$ cat config.mk
export PLATFORM = sky130hd
export DESIGN_NAME = inst_fetch_unit
export DESIGN_NICKNAME = d
export VERILOG_FILES = /design/src/rtl/fetch_pkg.sv /design/src/rtl/fetch_fifo.sv /design/src/rtl/inst_fetch_unit.sv
export SDC_FILE = /design/constraint.sdc
export NUM_CORES = 1
export LEC_CHECK = 0
export BUFFER_PORTS_ARGS = -buffer_cell sky130_fd_sc_hd__buf_2
export CAP_MARGIN = 0
export CORE_UTILIZATION = 60
export DETAILED_ROUTE_END_ITERATION = 6
export PLACE_DENSITY = 0.81
export SLEW_MARGIN = 10
export SYNTH_ARGS = -nofsm -noshare
export SYNTH_HDL_FRONTEND = slang
export SYNTH_SLANG_ARGS = --single-unit
$ cat constraint.sdc
create_clock -name CLOCK -period 6.2 [get_ports CLOCK]
set_input_delay 0.31 -clock CLOCK [delete_from_list [all_inputs] [get_ports CLOCK]]
set_output_delay 0.31 -clock CLOCK [all_outputs]
set_load 0.01 [all_outputs]
$ cat src/rtl/fetch_pkg.sv
// Shared types and constants for the instruction fetch stage.
package fetch_pkg;

   localparam int INSTR_W = 32;
   localparam int ADDR_W  = 64;
   localparam logic [ADDR_W-1:0] PC_STEP = 64'd4;

   // RUN issues new fetches; DRAIN waits for stale responses after a redirect.
   typedef enum logic {
      RUN   = 1'b0,
      DRAIN = 1'b1
   } fetch_state_e;

   // One prefetch FIFO entry: the instruction and the PC it was fetched from.
   typedef struct packed {
      logic [ADDR_W-1:0]  pc;
      logic [INSTR_W-1:0] instr;
   } fetch_entry_t;

endpackage

$ cat src/rtl/fetch_fifo.sv
// Prefetch FIFO: registered storage, head driven straight from the array.
module fetch_fifo
   import fetch_pkg::*;
#(
   parameter int DEPTH = 4
) (
   input  logic                   clk,
   input  logic                   rst_n,
   input  logic                   push,
   input  logic                   pop,
   input  logic                   flush,
   input  fetch_entry_t           wdata,
   output fetch_entry_t           rdata,
   output logic                   valid,
   output logic [$clog2(DEPTH):0] count
);

   localparam int PW = $clog2(DEPTH);

   fetch_entry_t  mem [DEPTH];
   logic [PW-1:0] wr_ptr;
   logic [PW-1:0] rd_ptr;
   logic          do_pop;

   assign valid  = (count != '0);
   assign do_pop = pop && valid;
   assign rdata  = mem[rd_ptr];

   // Storage, pointers and occupancy; flush empties without touching storage.
   always_ff @(posedge clk or negedge rst_n) begin
      if (!rst_n) begin
         wr_ptr <= '0;
         rd_ptr <= '0;
         count  <= '0;
         for (int i = 0; i < DEPTH; i++) begin
            mem[i] <= '0;
         end
      end else if (flush) begin
         wr_ptr <= '0;
         rd_ptr <= '0;
         count  <= '0;
      end else begin
         if (push) begin
            mem[wr_ptr] <= wdata;
            wr_ptr      <= wr_ptr + PW'(1);
         end
         if (do_pop) begin
            rd_ptr <= rd_ptr + PW'(1);
         end
         count <= count + (PW+1)'(push) - (PW+1)'(do_pop);
      end
   end

endmodule

$ cat src/rtl/inst_fetch_unit.sv
// Instruction fetch stage: credit-limited in-order fetch into a prefetch FIFO,
// with branch redirect that flushes the FIFO and drops stale responses.
//
// Handshakes: IMEM_REQ/IMEM_ADDR are held until IMEM_GNT is seen in the same
// cycle (a transfer happens on a rising edge where both are high); responses
// come back in grant order. On the core side an instruction is consumed on a
// rising edge where INSTR_VALID and INSTR_READY are both high; INSTR_VALID
// does not depend on INSTR_READY.
module inst_fetch_unit
   import fetch_pkg::*;
#(
   parameter int                DEPTH    = 4,
   parameter logic [ADDR_W-1:0] RESET_PC = '0
) (
   input  logic               CLOCK,
   input  logic               RESET_N,
   input  logic               REDIRECT,
   input  logic [ADDR_W-1:0]  REDIRECT_PC,
   output logic               IMEM_REQ,
   output logic [ADDR_W-1:0]  IMEM_ADDR,
   input  logic               IMEM_GNT,
   input  logic               IMEM_RVALID,
   input  logic [INSTR_W-1:0] IMEM_RDATA,
   output logic               INSTR_VALID,
   output logic [INSTR_W-1:0] INSTRUCTION,
   output logic [ADDR_W-1:0]  INSTR_PC,
   input  logic               INSTR_READY,
   output fetch_state_e       dbg_state
);

   localparam int CW = $clog2(DEPTH) + 1;
   localparam logic [CW:0] DEPTH_C = (CW+1)'(DEPTH);

   fetch_state_e      state, state_n;
   logic [ADDR_W-1:0] fetch_pc, fetch_pc_n;
   logic [ADDR_W-1:0] rsp_pc, rsp_pc_n;
   logic [ADDR_W-1:0] tgt_pc, tgt_pc_n;
   logic [CW-1:0]     outstanding, outstanding_n;
   logic [CW-1:0]     drain, drain_n;
   logic [CW-1:0]     count, count_n;
   logic              hold_stale, stale_n;
   logic              grant, stale_grant, push, pop, hold_n, req_n;
   fetch_entry_t      push_entry, head_entry;

   assign IMEM_ADDR   = fetch_pc;
   assign dbg_state   = state;
   assign push_entry  = '{pc: rsp_pc, instr: IMEM_RDATA};
   assign INSTRUCTION = head_entry.instr;
   assign INSTR_PC    = head_entry.pc;

   fetch_fifo #(.DEPTH(DEPTH)) u_fifo (
      .clk   (CLOCK),
      .rst_n (RESET_N),
      .push  (push),
      .pop   (pop),
      .flush (REDIRECT),
      .wdata (push_entry),
      .rdata (head_entry),
      .valid (INSTR_VALID),
      .count (count)
   );

   // Next-state: credit accounting, stale tracking and PC updates.
   always_comb begin
      grant       = IMEM_REQ && IMEM_GNT;
      // A request granted in a redirect cycle, or one that was already held
      // when a redirect arrived, fetched from the old path.
      stale_grant = grant && (hold_stale || REDIRECT);
      push        = IMEM_RVALID && !REDIRECT && (drain == '0);
      pop         = INSTR_VALID && INSTR_READY && !REDIRECT;
      hold_n      = IMEM_REQ && !IMEM_GNT;
      stale_n     = hold_n && (hold_stale || REDIRECT);

      outstanding_n = outstanding + CW'(grant) - CW'(IMEM_RVALID);
      if (REDIRECT) begin
         drain_n = outstanding_n;
      end else begin
         drain_n = drain - CW'(IMEM_RVALID && (drain != '0)) + CW'(stale_grant);
      end
      count_n = REDIRECT ? '0 : (count + CW'(push) - CW'(pop));

      // A held request keeps its address; the redirect target waits in tgt_pc.
      fetch_pc_n = fetch_pc;
      if (grant) begin
         if (stale_grant) begin
            fetch_pc_n = REDIRECT ? REDIRECT_PC : tgt_pc;
         end else begin
            fetch_pc_n = fetch_pc + PC_STEP;
         end
      end else if (REDIRECT && !hold_n) begin
         fetch_pc_n = REDIRECT_PC;
      end
      tgt_pc_n = REDIRECT ? REDIRECT_PC : tgt_pc;

      rsp_pc_n = rsp_pc;
      if (REDIRECT) begin
         rsp_pc_n = REDIRECT_PC;
      end else if (push) begin
         rsp_pc_n = rsp_pc + PC_STEP;
      end

      if (REDIRECT) begin
         state_n = ((drain_n != '0) || stale_n) ? DRAIN : RUN;
      end else if (state == DRAIN) begin
         state_n = ((drain_n == '0) && !stale_n) ? RUN : DRAIN;
      end else begin
         state_n = RUN;
      end

      // A new request rises only with a free FIFO slot for every fetch in flight.
      req_n = hold_n ||
              ((state_n == RUN) && (({1'b0, count_n} + {1'b0, outstanding_n}) < DEPTH_C));
   end

   // Fetch control FSM and its registered request output.
   always_ff @(posedge CLOCK or negedge RESET_N) begin
      if (!RESET_N) begin
         state       <= RUN;
         IMEM_REQ    <= 1'b0;
         fetch_pc    <= RESET_PC;
         rsp_pc      <= RESET_PC;
         tgt_pc      <= RESET_PC;
         outstanding <= '0;
         drain       <= '0;
         hold_stale  <= 1'b0;
      end else begin
         state       <= state_n;
         IMEM_REQ    <= req_n;
         fetch_pc    <= fetch_pc_n;
         rsp_pc      <= rsp_pc_n;
         tgt_pc      <= tgt_pc_n;
         outstanding <= outstanding_n;
         drain       <= drain_n;
         hold_stale  <= stale_n;
      end
   end

endmodule

### After elaboration in Yosys (flattened, before gate mapping)

Index checks and enable logic that the tools add are counted.

| storage, ports and cells | value |
|---|---|
| register bits | 592 |

| cells by class | value |
|---|---|
| add/subtract/negate cells | 12 |
| $lt $le $gt $ge | 4 |
| muxes and demuxes | 23 |
| bitwise logic cells | 4 |
| reduce and logical (&&, ||, !) cells | 30 |

Operator list:

| cell | count |
|---|---|
| $bwmux 384 | 1 |
| $mux 64 | 6 |
| $mux 96 | 3 |
| $bmux 96 s2 | 1 |
| $demux 96 s2 | 1 |
| $add 64x3->64 const B | 2 |
| $logic_and 1x1->1 | 14 |
| $sub 3x1->3 | 4 |
| $add 3x1->3 | 3 |
| $mux 3 | 3 |
| $reduce_bool 3->1 | 3 |
| $mux 2 | 4 |
| $ge 3x3->1 const B | 2 |
| $logic_not 3->1 | 2 |
| $not 2->3 | 2 |
| $reduce_bool 2->1 | 3 |
| $add 2x1->2 const B | 2 |
| $add 3x3->4 | 1 |
| $logic_not 1->1 | 4 |
| $lt 4x3->1 const B | 1 |
| $mux 1 | 4 |
| $logic_or 1x1->1 | 3 |
| $lt 3x1->1 const B | 1 |
| $not 1->1 | 2 |
| $reduce_and 2->1 | 1 |

### Depth between registers and ports, before layout

| depth | value |
|---|---|
| depth after elaboration | 13 |
| depth in mapped cells | 16 |
| depth with buffers taken out | 14 |

### By module

Synthesis repeated with hierarchy kept, for this count alone.

| second synthesis, totals | value |
|---|---|
| cell total of the unflattened synthesis | 2260 |
| area total of the unflattened synthesis | 28290.9 um^2 |

By module, submodules not included:

| module | instances | cells each | area an instance (um^2) |
|---|---|---|---|
| fetch_fifo | 1 | 968 | 17189.0 |
| inst_fetch_unit | 1 | 1292 | 11101.9 |

### Worst setup path after synthesis

Ideal clock, no wire load.

| timing | value |
|---|---|
| kind | input port to flip-flop |
| from | input REDIRECT |
| to | register IMEM_REQ |
| setup time | 83 ps |
| data arrival time | 3261 ps |
| required time | 6117 ps |
| setup slack | 2856 ps |
| stages on the path | 14 |
| cells stage by stage | buf_2 -> clkbuf_1 -> clkbuf_1 -> buf_2 -> buf_2 -> buf_1 -> nor2_1 -> ha_1 -> ha_1 -> xnor2_1 -> nor2_1 -> ha_1 -> or4_1 -> o21ai_0 |

| between the ends | value |
|---|---|
| longest elaborated chain between the ends | 12 |

Ends and longest elaborated chain:

| what | line | text |
|---|---|---|
| start, declared | inst_fetch_unit.sv:17 | `input logic REDIRECT,` |
| parallel branches: the longest is 10 deep, another holds $add 3x3->4 | - |  |
| $logic_and 1x1->1 * | inst_fetch_unit.sv:112 | `((state_n == RUN) && (({1'b0, count_n} + {1'b0, outstanding_n}) < DEPTH_C));` |
| $logic_or 1x1->1 * | inst_fetch_unit.sv:111 | `req_n = hold_n \|\|` |
| named net req_n | inst_fetch_unit.sv:42 | `logic grant, stale_grant, push, pop, hold_n, req_n;` |
| end signal, assigned | inst_fetch_unit.sv:128 | `IMEM_REQ <= req_n;` |
| end, declared | inst_fetch_unit.sv:19 | `output logic IMEM_REQ,` |

Mark *: on every way through the listed nets, which the timed path passes.
A chain may end at the register's enable or synchronous reset.

### Worst setup path in the final report

| timing | value |
|---|---|
| from | register IMEM_REQ |
| to | register IMEM_REQ |

| between the ends | value |
|---|---|
| longest elaborated chain between the ends | 12 |

Ends and longest elaborated chain:

| what | line | text |
|---|---|---|
| $logic_and 1x1->1 * | inst_fetch_unit.sv:65 | `grant = IMEM_REQ && IMEM_GNT;` |
| $add 3x1->3 * | inst_fetch_unit.sv:74 | `outstanding_n = outstanding + CW'(grant) - CW'(IMEM_RVALID);` |
| $sub 3x1->3 * | inst_fetch_unit.sv:74 |  |
| named net outstanding_n[1] | inst_fetch_unit.sv:38 | `logic [CW-1:0] outstanding, outstanding_n;` |
| parallel branches: the longest is 7 deep, another holds $add 3x3->4 | - |  |
| $logic_and 1x1->1 * | inst_fetch_unit.sv:112 |  |
| $logic_or 1x1->1 * | inst_fetch_unit.sv:111 |  |
| named net req_n | inst_fetch_unit.sv:42 |  |

Marked as above.

==> flow_summary.toml <==
[worst_setup_path]
slowest_delay_ps = 650
critPathArrivalTime_ps = 4580
criticalPathCategory = "flop to flop"
timing.rr.end = "IMEM_REQ"
critPathMaxFanout = 52
path_cells = "and2_1, clkinv_1, buf_4, ha_1, inv_1, ha_1, inv_1, fa_1, inv_1, ha_1, nor4bb_1, or4_1, o21ai_0"
cp-end-kind = "flop"
worst_setup_path_start_kind = "flop"
r2r_slack_ps = 2140
r2r_start = "IMEM_REQ"
reg2reg_depth = 13
slowest_stage = "and2_1"
required_ps = 6720

[grt]
globalRouteOverflowTotal = 0
grt_use_total = 0.305
grt_max_degree = 196
grt_pass1_vias = 20100
antenna_found_initial = 2
grt_pass1_wl_um = 112000

[floorplanning]
initial_core_util = 0.610
ios = 265
die_area_um2 = 47100
rows = 78
coreArea_um2 = 45500
die_w_um = 217
die_h_um = 217

[synth]
yosysTopAreaCell = "dfrtp_1"
synth_top_cell_area_share = 0.534
synth_edf_count = 0
synth_area_per_cell_um2 = 12.5
async_reset_ff_frac = 1.00
synth_flop_cell = "dfrtp_1"
yosys-top-cells-area = "dfrtp_1 (53%), mux2_2 (16%), mux4_2 (7.8%)"
synth_seq_cells = 592
syn_inst = 2220
synth_area_um2 = 27800
synth_cell_type_count = 70
yosysSeqAreaShare = 0.534
synth_fp_nets = 2341
yosysWarnings = 0

[finish]
instances_no_fill = 3146
syn2layout_area_growth_pct = 16.6
n_fill_cell = 3077
num-nets-final = 2616
layout-drive-gt1-share = 0.356
stdcell_area_um2 = 32400

[sta]
tightest_slew_ps = 1090
slew_viol_final = 0
min_period_ps = 4060
setup_viol = 0
finClkSkew_ps = 16.2
finalSetupTns_ps = 0
timing.fmax_mhz = 246
slew_headroom = 0.272
hold_viol = 0
rsz0062_at_grt = "false"
fin_crit_sh = 0.655

[clocking]
clk_root_buffer_cell = "clkbuf_16"
clk_latency_ps = 620
cts_made_buffers = 60
cts_max_level = 2
cts_setup_buffers = 0
cts_tree = "done"
path_clk_slew_ps = 60
cts-resized-gates = 0
cts_num_sinks = 592
clockBufferDepth = 3

[placed_design]
dpl-instance-area_um2 = 29500
portBuffers = 264
dp_hpwl_um = 44300
dp_cells = 2955
gp_congestion = 0.911

[flow_run]
max_cap_violations = 0

[detailed_routing]
vias = 19500
dr.pass1.iters = 6
drt-total-wl_um = 70500
viasPerCell = 6.19
drt-initial-drc-count = 1571
drcViolationCount = 0
ant_nets = 0
drt-wirelength-per-cell_um = 22.4

[min_path]
hold_depth = 3
min_to = "rsp_pc[37]"
hold_path.class = "input port to flop"
min_from = "REDIRECT_PC[37]"

[outcome]
outcome = "finished, final reports clean"

[power_and_ir_drop]
leakage_nw = 15.1
vdd_drop_max_v = 0.000275
p_per_area_nw_per_um2 = 395
synthesized netlist by cell type (3+ instances only):
master,n
a211oi_1,3
a21oi_1,74
a221oi_1,9
a22oi_1,5
a31oi_1,8
and2_1,15
and3_1,26
and4_1,7
buf_1,18
buf_2,20
clkbuf_1,105
dfrtp_1,592
ha_1,17
inv_1,85
mux2_2,390
mux2i_1,8
mux4_2,96
nand2_1,164
nand2b_1,5
nand3_1,57
nand3_2,3
nand4_1,42
nor2_1,56
nor3_1,11
nor3_2,3
nor4_1,15
nor4_2,4
nor4_4,5
o211ai_1,4
o21a_1,13
o21ai_0,187
o21ai_1,6
o21bai_1,3
o22a_1,4
o22ai_1,10
o2bb2ai_1,3
o31a_1,4
o31ai_1,5
or2_2,3
or3_1,3
xnor2_1,49
xor2_1,46
kinds of logic after synthesis:
group / after synthesis / share of synthesized area
flops: 592 / 0.534
fa+ha+maj: 19 / 0.00911
buf+inv: 233 / 0.0331
compound gates: 348 / 0.0711
simple gates: 439 / 0.0839
mux: 494 / 0.239
xor+xnor: 95 / 0.0300
layout make-up:
type | count | area, µm² | area share
Sequential cell | 592 | 14800 | 0.458
Timing Repair Buffer | 360 | 2290 | 0.0708
Inverter | 86 | 323 | 0.00998
Multi-Input combinational cell | 1395 | 12100 | 0.373
Antenna cell | 2 | 5.00 | 0.000155
Clock buffer | 85 | 1740 | 0.0537
Clock inverter | 26 | 374 | 0.0116
Tap cell | 600 | 751 | 0.0232
layout by cell type (no fill, tap or decap), drive strengths merged, types with 57 or more instances in the layout:
master and count:
dlygate4sd3 78, nand2 164, inv 85, dfrtp 592, nor2 57, clkbuf 85, mux4 96, nand3 60
a21oi 74, o21ai 193, mux2 390, buf 282
repair_timing:
item | CTS | global route
hold buffers | 78 | 0
setup endpoints to repair | 0 | 0
hold endpoints to repair | 271 | 0
state kept, by name, indices dropped and copies added (netlist names):
name and flops:
rsp_pc 64, u_fifo.rd_ptr 2, u_fifo.mem 384, IMEM_ADDR 64
hold_stale 1, dbg_state 1, outstanding 3, drain 3
tgt_pc 64, u_fifo.wr_ptr 2, u_fifo.count 3, IMEM_REQ 1
worst max-delay path: cells and delay by family (launching register included):
kind / cells / cell delay [ps]
simple gates: 3 / 1250
flops: 1 / 400
fa+ha+maj: 4 / 1290
buf+inv: 5 / 780
compound gates: 1 / 210
per-layer routing:
metal	vias to the layer above	track usage	part of all wire	wire length (µm)
met2	808	0.471	0.47	32800
met3	117	0.0721	0.081	5680
met4	2	0.0991	0.026	1820
met1	9989	0.430	0.43	30200
met5	-	0	0.00017	12
li1	8565	-	-	-
how the worst max path moves through the flow:
stage               endpoint  startpoint  depth (start not counted)
detailed placement  IMEM_REQ    IMEM_REQ                         13
floorplan           IMEM_REQ    REDIRECT                         14
finish              IMEM_REQ    IMEM_REQ                         13
CTS                 IMEM_REQ    IMEM_REQ                         13
global placement    IMEM_REQ    IMEM_REQ                         13
global route        IMEM_REQ    IMEM_REQ                         13
metrics by stage:
step	hold slack [ps]	total power, mW	util	worst slack [ps]
after detailed placement	398	8.90	0.648	2230
after CTS	1.10	12.8	0.711	2190
final	31.2	12.8	0.712	2140
after global routing	9.61	13.4	0.711	1940
after global placement	388	8.71	0.648	2370
after floorplan	14.4	7.49	-	2860
power breakdown:
part           switching, mW  leakage [nW]  internal (mW)
Combinational           1.79          6.38           1.72
Sequential             0.740          7.71           4.68
Clock                   1.52          1.02           2.32
No activity file was read; power rests on OpenSTA's default activity.
